[src/rtl/bcd_pkg.sv]
// bcd_pkg: packed-BCD price type shared by the order book.
// Each price is four BCD digits. Because each nibble holds one decimal
// digit, comparing two prices as plain unsigned integers gives the same
// order as comparing their decimal values.
package bcd_pkg;

    localparam int PRICE_DIGITS = 4;

    typedef logic [4*PRICE_DIGITS-1:0] price_t;

endpackage

[src/rtl/ob_pkg.sv]
// ob_pkg: order-book entry types and the price-priority helper.
// table_t is one resting order. The block carries uid and quantity
// unchanged; only price takes part in ordering.
package ob_pkg;

    typedef logic [7:0]  uid_t;
    typedef logic [15:0] quantity_t;

    typedef struct packed {
        uid_t            uid;
        quantity_t       quantity;
        bcd_pkg::price_t price;
    } table_t;

    // Strictly-better price: higher wins on the Bid side, lower on the Ask side.
    function automatic logic price_better(input logic            is_bid,
                                          input bcd_pkg::price_t a,
                                          input bcd_pkg::price_t b);
        if (is_bid) begin
            return a > b;
        end else begin
            return a < b;
        end
    endfunction

endpackage

[src/rtl/ob_table_reject_fifo.sv]
// ob_table_reject_fifo: synchronous FIFO that holds rejected table entries.
// The head is registered, so head_data is valid in the cycle after the
// push or pop that exposes it.
// Ports: clk, rst (async, active-high); push/push_data write an entry;
//        pop removes the head. head_vld/head_data give the oldest entry,
//        and head_data is '0 when the FIFO is empty.
//        full means DEPTH entries are held.
// A push while full is accepted only if a pop happens in the same cycle.
// Otherwise the push is dropped, and the parent detects that case.
module ob_table_reject_fifo #(
    parameter int WIDTH = 8,
    parameter int DEPTH = 4
) (
    input  logic             clk,
    input  logic             rst,
    input  logic             push,
    input  logic [WIDTH-1:0] push_data,
    input  logic             pop,
    output logic             head_vld,
    output logic [WIDTH-1:0] head_data,
    output logic             full
);
    localparam int AW = $clog2(DEPTH);
    localparam int CW = AW + 1;

    logic [WIDTH-1:0] mem_q [DEPTH];
    logic [WIDTH-1:0] mem_d [DEPTH];
    logic [AW-1:0]    rd_ptr_q, rd_ptr_d, wr_ptr_q, wr_ptr_d, rd_next;
    logic [CW-1:0]    count_q, count_d;
    logic [WIDTH-1:0] head_q, head_d;
    logic             head_vld_q, head_vld_d;
    logic             push_ok, pop_ok;

    assign full      = (count_q == CW'(DEPTH));
    assign head_vld  = head_vld_q;
    assign head_data = head_q;

    // Next-state for the storage, pointers, occupancy and registered head.
    always_comb begin
        pop_ok   = pop & (count_q != CW'(0));
        push_ok  = push & (~full | pop_ok);
        rd_next  = rd_ptr_q + AW'(1);
        mem_d    = mem_q;
        rd_ptr_d = rd_ptr_q;
        wr_ptr_d = wr_ptr_q;
        if (push_ok) begin
            mem_d[wr_ptr_q] = push_data;
            wr_ptr_d        = wr_ptr_q + AW'(1);
        end else begin
            wr_ptr_d = wr_ptr_q;
        end
        if (pop_ok) begin
            rd_ptr_d = rd_next;
        end else begin
            rd_ptr_d = rd_ptr_q;
        end
        case ({push_ok, pop_ok})
            2'b10:   count_d = count_q + CW'(1);
            2'b01:   count_d = count_q - CW'(1);
            default: count_d = count_q;
        endcase
        // The head comes from the bypassed push data when the FIFO was
        // empty, or when the only stored entry is popped in the same cycle.
        if (count_d == CW'(0)) begin
            head_d = '0;
        end else if (count_q == CW'(0)) begin
            head_d = push_data;
        end else if (pop_ok) begin
            head_d = (count_q == CW'(1)) ? push_data : mem_q[rd_next];
        end else begin
            head_d = head_q;
        end
        head_vld_d = (count_d != CW'(0));
    end

    // State registers with asynchronous clear.
    always_ff @(posedge clk or posedge rst) begin
        if (rst) begin
            for (int i = 0; i < DEPTH; i++) begin
                mem_q[i] <= '0;
            end
            rd_ptr_q   <= '0;
            wr_ptr_q   <= '0;
            count_q    <= '0;
            head_q     <= '0;
            head_vld_q <= 1'b0;
        end else begin
            mem_q      <= mem_d;
            rd_ptr_q   <= rd_ptr_d;
            wr_ptr_q   <= wr_ptr_d;
            count_q    <= count_d;
            head_q     <= head_d;
            head_vld_q <= head_vld_d;
        end
    end

endmodule

[src/rtl/ob_table.sv]
// ob_table: sorted, fixed-depth resting-order table for one side of the book.
// Entries are kept in price-time priority. On the Bid side (IS_BID=1)
// the highest price is at slot 0; on the Ask side the lowest price is.
// Ports: clk, rst (async, active-high);
//        insert/insert_tbl add an entry; pop removes the head entry;
//        reject_pop removes the oldest rejected entry.
//        table_vld_r/table_r give the head entry ('0 when the table is empty).
//        reject_vld_r/reject_r give the oldest rejected entry.
//        full_r means all N slots are occupied.
//        reject_overflow_r is sticky: a reject was dropped because the queue was full.
import ob_pkg::*;

module ob_table #(
    parameter int N        = 8,
    parameter bit IS_BID   = 1'b1,
    parameter int REJECT_N = 4
) (
    input  logic   clk,
    input  logic   rst,
    input  logic   insert,
    input  table_t insert_tbl,
    input  logic   pop,
    input  logic   reject_pop,
    output logic   table_vld_r,
    output table_t table_r,
    output logic   reject_vld_r,
    output table_t reject_r,
    output logic   full_r,
    output logic   reject_overflow_r
);
    localparam int PW = $clog2(N + 1);

    logic [N-1:0]  slot_vld_q, slot_vld_d;
    table_t        slot_q [N];
    table_t        slot_d [N];
    logic          overflow_q, overflow_d;

    logic          pop_act;
    logic [N-1:0]  post_vld;
    table_t        post_slot [N];
    logic [N-1:0]  ahead;
    logic [PW-1:0] ins_pos;
    logic          post_full, ins_ok, rej_push, rej_full;
    table_t        rej_data;

    // View of the table after any pop. Invalid slots always hold '0,
    // so table_r reads '0 once the table drains.
    always_comb begin
        pop_act = pop & slot_vld_q[0];
        for (int i = 0; i < N - 1; i++) begin
            if (pop_act) begin
                post_vld[i]  = slot_vld_q[i+1];
                post_slot[i] = slot_q[i+1];
            end else begin
                post_vld[i]  = slot_vld_q[i];
                post_slot[i] = slot_q[i];
            end
        end
        if (pop_act) begin
            post_vld[N-1]  = 1'b0;
            post_slot[N-1] = '0;
        end else begin
            post_vld[N-1]  = slot_vld_q[N-1];
            post_slot[N-1] = slot_q[N-1];
        end
    end

    // Insert position and reject decision.
    // The sorted valid slots that are equal to or better than the new entry
    // form a prefix. The new entry is placed at the first slot outside that prefix.
    always_comb begin
        ins_pos = PW'(N);
        for (int i = N - 1; i >= 0; i--) begin
            ahead[i] = post_vld[i] &
                       ~price_better(IS_BID, insert_tbl.price, post_slot[i].price);
            ins_pos  = ahead[i] ? ins_pos : PW'(i);
        end
        post_full  = post_vld[N-1];
        ins_ok     = insert & (~post_full | (ins_pos != PW'(N)));
        // On a full table, either the displaced tail or the new entry itself is rejected.
        rej_push   = insert & post_full;
        rej_data   = ins_ok ? post_slot[N-1] : insert_tbl;
        overflow_d = overflow_q | (rej_push & rej_full & ~reject_pop);
    end

    // Shift-down insert into the post-pop view.
    always_comb begin
        for (int i = 0; i < N; i++) begin
            slot_vld_d[i] = post_vld[i];
            slot_d[i]     = post_slot[i];
        end
        if (ins_ok) begin
            for (int i = N - 1; i >= 1; i--) begin
                if (PW'(i) > ins_pos) begin
                    slot_vld_d[i] = post_vld[i-1];
                    slot_d[i]     = post_slot[i-1];
                end else if (PW'(i) == ins_pos) begin
                    slot_vld_d[i] = 1'b1;
                    slot_d[i]     = insert_tbl;
                end else begin
                    slot_vld_d[i] = post_vld[i];
                    slot_d[i]     = post_slot[i];
                end
            end
            if (ins_pos == PW'(0)) begin
                slot_vld_d[0] = 1'b1;
                slot_d[0]     = insert_tbl;
            end else begin
                slot_vld_d[0] = post_vld[0];
                slot_d[0]     = post_slot[0];
            end
        end else begin
            slot_vld_d = post_vld;
        end
    end

    // Slot array and sticky overflow flag with asynchronous clear.
    always_ff @(posedge clk or posedge rst) begin
        if (rst) begin
            slot_vld_q <= '0;
            for (int i = 0; i < N; i++) begin
                slot_q[i] <= '0;
            end
            overflow_q <= 1'b0;
        end else begin
            slot_vld_q <= slot_vld_d;
            slot_q     <= slot_d;
            overflow_q <= overflow_d;
        end
    end

    ob_table_reject_fifo #(
        .WIDTH ($bits(table_t)),
        .DEPTH (REJECT_N)
    ) u_reject_fifo (
        .clk       (clk),
        .rst       (rst),
        .push      (rej_push),
        .push_data (rej_data),
        .pop       (reject_pop),
        .head_vld  (reject_vld_r),
        .head_data (reject_r),
        .full      (rej_full)
    );

    assign table_vld_r       = slot_vld_q[0];
    assign table_r           = slot_q[0];
    assign full_r            = slot_vld_q[N-1];
    assign reject_overflow_r = overflow_q;

endmodule

[config.mk]
export PLATFORM = sky130hd
export DESIGN_NAME = ob_table
export DESIGN_NICKNAME = d
export VERILOG_FILES = /design/src/rtl/bcd_pkg.sv /design/src/rtl/ob_pkg.sv /design/src/rtl/ob_table_reject_fifo.sv /design/src/rtl/ob_table.sv
export SDC_FILE = /design/constraint.sdc
export NUM_CORES = 2
export LEC_CHECK = 0
export ABC_AREA = 1
export CAP_MARGIN = 20
export CELL_PAD_IN_SITES_DETAIL_PLACEMENT = 1
export CELL_PAD_IN_SITES_GLOBAL_PLACEMENT = 2
export CORE_MARGIN = 2
export CORE_UTILIZATION = 36
export CTS_CLUSTER_DIAMETER = 40
export DETAILED_ROUTE_END_ITERATION = 8
export PLACE_DENSITY = 0.9
export RECOVER_POWER = 50
export SLEW_MARGIN = 20
export SYNTH_ARGS = -nofsm -noshare
export SYNTH_HDL_FRONTEND = slang
export SYNTH_HIERARCHICAL = 1
export SYNTH_SLANG_ARGS = --single-unit
[constraint.sdc]
create_clock -name clk -period 14.25 [get_ports clk]
set_input_delay 4.275 -clock clk [delete_from_list [all_inputs] [get_ports clk]]
set_output_delay 4.275 -clock clk [all_outputs]
set_load 0.03 [all_outputs]
==> metrics.txt <==
row count=between 100 and 150; layout cells sized above 1=10.2%; switching power=between 4 and 5 mW; VDD IR-drop max=143 uV; Hold Path Sink=reject_overflow_r; CTS Buffer Depth=3; Sequential Power Share=24.9%; die height=roughly 320 um; M3 GR Usage=under 10%; Synth async-reset ratio=100%; kind of critical path=input port to asynchronous set/reset pin; syn nets=between 5000 and 6000; status=finished, violations left; Root Driver=clkbuf_16; CP Max Fanout=96; hold_sp=reject_overflow_r; clk_lat worst skew=approximately 700 ps; most frequent cells in the layout=nand2_1 (1476), o21ai_0 (631), dfrtp_1 (535), inv_1 (530), a21oi_1 (283); required time worst endpoint=~15000 ps; cell-internal power=5.75 mW; largest net degree at the start of global routing=between 150 and 200; clock network fraction of design power=26.7%; Placed Area=approximately 36000 sq um; DP Cell Count=roughly 6100; clock sink count=around 540; GP Congestion=~0.85; synthesized area=between 30000 and 40000 sq um; sw frac=45.9%; first-pass GRT wire length=roughly 200000 um; final setup fails=0; Power Dens Cells=around 260 nW/um^2; Final TNS setup=0 ps; fin cells=between 6000 and 7000; WL/cell=between 20 and 25 um; vias in the first global route=35100; Seq/Total Area, Yosys=between 30% and 40%; multi-input gate area in the final layout=around 18000 sq um; Gate power share=around half; Boundary Pins=about 130; CTS tree=built; die width=315 um; Cells after Synth=4989; Final min period=11350 ps; unrepaired setup endpoints after global routing=no; GRT overflow=0; M1 GR Usage=37.4%; most used routing layer=met2; Hold Buf Count CTS=0; DRC viols=0; initial core utilization=between 30% and 40%; WP data arrival=11920 ps; detailed placement HPWL=81100 um; Reg clk slew, reported paths=50 ps; register area=approximately 13000 sq um; DR pass1 iterations=7; Ys Warns=6; Reg2Reg Depth=23; total of max-cap violations=5; Area contributors post-synth=dfrtp_1 (39%), nand2_1 (16%), o21ai_0 (9.1%), inv_1 (5.7%), ha_1 (4.9%); Yosys reg bits=roughly 540; IO Port Bufs=approximately 130; worst reg-to-reg setup slack=between 7000 and 8000 ps; Post-CTS Setup Repair Bufs=0; critical path endpoint category=asynchronous set/reset pin; leading cell type in the layout, fill and taps excluded=nand2_1; Hold Path Stages=1; worst r2r src=slot_vld_q[0]; vias=33800; Vias/cell=approximately 5.4; nets=between 5000 and 6000; worst min path class=flop to flop; Critical R2R Capture=slot_q[185]; Post-Route WL=~130000 um; GRT met2 Usage=between 40% and 50%; syn avg cell area=roughly 7.0 sq um; Layout area overhead=16.4%; Resized Gates After CTS=0; Fin. Hold Viols=0; cell taking the most area after synthesis=dfrtp_1; Slew @ Worst Pin=just over 6000 ps; DRT iter0 DRCs=about 2400; Final period util=79.6%; Post-synth EDFFs=0; distinct cell type count after synthesis=43; initial antenna violation count=3; Critical Path Start Type=input port; FILL cells=12100; Final ANT Viol Nets=0; ys flop type=dfrtp_1; top-area cell type share of the netlist area=between 30% and 40%; final instance area=40600 sq um; failing checks=capacitance limit, slew limit; H-Tree Depth=3; core footprint=a little under 100000 sq um; maximum clock frequency=approximately 0.088 GHz; LEAKAGE=roughly 20 nW; Num CTS Buffers=114; fin. max-slew vios=417; relative slew slack=-308%; full die area=between 90000 and 100000 sq um; Clock Skew=~48 ps; GRT Total Usage=roughly a quarter
worst max-delay path, stage by stage:
cell,delay [ps]
dlygate4sd3_1,590
clkinvlp_2,2840
clkbuf_1,2680
clkbuf_2,1340
cell families (layout without fill, tap and decap cells):
group | Yosys count | count (layout) | synth area share (%)
simple gates | 2294 | 2294 | 27.9
fa+ha+maj | 136 | 136 | 4.88
flops | 537 | 537 | 38.5
buf+inv | 907 | 947 | 11.1
xor+xnor | 4 | 4 | 0.100
compound gates | 1057 | 1057 | 15.8
mux | 54 | 54 | 1.64
other cells | 0 | 2 | 0
synthesized netlist by cell type, types with 47 or more instances:
library cell     n
o21ai_0        631
nor2_1         280
inv_1          533
or2_2          162
ha_1           136
nand2_1       1479
a21oi_1        283
clkbuf_1       158
buf_2          105
nand4_1         79
nand3_1        251
o21ai_1         51
dfrtp_1        537
buf_4           47
worst max-delay path by stage:
| stage | end | from | cells after the start | slack (ps) |
|---|---|---|---|---|
| 6_report | slot_q[185] | rst | 4 | 2900 |
| 5_1_grt | slot_q[195] | rst | 4 | 1740 |
| 3_5_place_dp | slot_q[187] | pop | 25 | 3010 |
| 3_3_place_gp | slot_q[183] | pop | 25 | 3220 |
| 2_1_floorplan | reject_overflow_r | rst | 1 | 860 |
| 4_1_cts | slot_q[185] | pop | 25 | 3670 |
through the flow:
step	setup WS [ps]	total power, mW	hold slack [ps]	utilization [%]
5_1_grt	1740	11.5	509	42.1
2_1_floorplan	864	6.22	465	-
4_1_cts	3670	10.7	485	42.2
3_3_place_gp	3220	7.59	467	37.9
6_report	2900	10.6	477	42.1
3_5_place_dp	3010	7.75	471	37.9
final cells by class:
class                           instances  area share, %
Multi-Input combinational cell       3545           43.5
Sequential cell                       537           33.1
Clock buffer                          144           7.70
Inverter                              550           5.12
Timing Repair Buffer                  182           4.21
Tap cell                             1276           3.94
Clock inverter                         71           2.44
Antenna cell                            2         0.0123
layer usage:
metal,share of wire [%],up-vias
li1,-,15900
met1,48,16800
met2,45,916
met3,5.1,204
met4,2.5,2
met5,0.012,-
power by group through the flow:
stage | combinational, mW | clock [mW] | sequential [mW]
2_1_floorplan | 3.62 | 0 | 2.60
3_3_place_gp | 4.96 | 0 | 2.63
3_5_place_dp | 5.10 | 0 | 2.65
4_1_cts | 5.18 | 2.88 | 2.64
5_1_grt | 5.80 | 2.95 | 2.72
6_report | 5.15 | 2.84 | 2.65
flip-flops by register name (all words and copies together), names as in the netlist:
name and count:
u_reject_fifo/count_q 3, reject_overflow_r 1, u_reject_fifo/mem_q 160, u_reject_fifo/head_vld 1, u_reject_fifo/rd_ptr_q 2, table_r 40
u_reject_fifo/wr_ptr_q 2, slot_vld_q 8, slot_q 280, u_reject_fifo/head_data 40
Power figures use the tool's default switching activity.
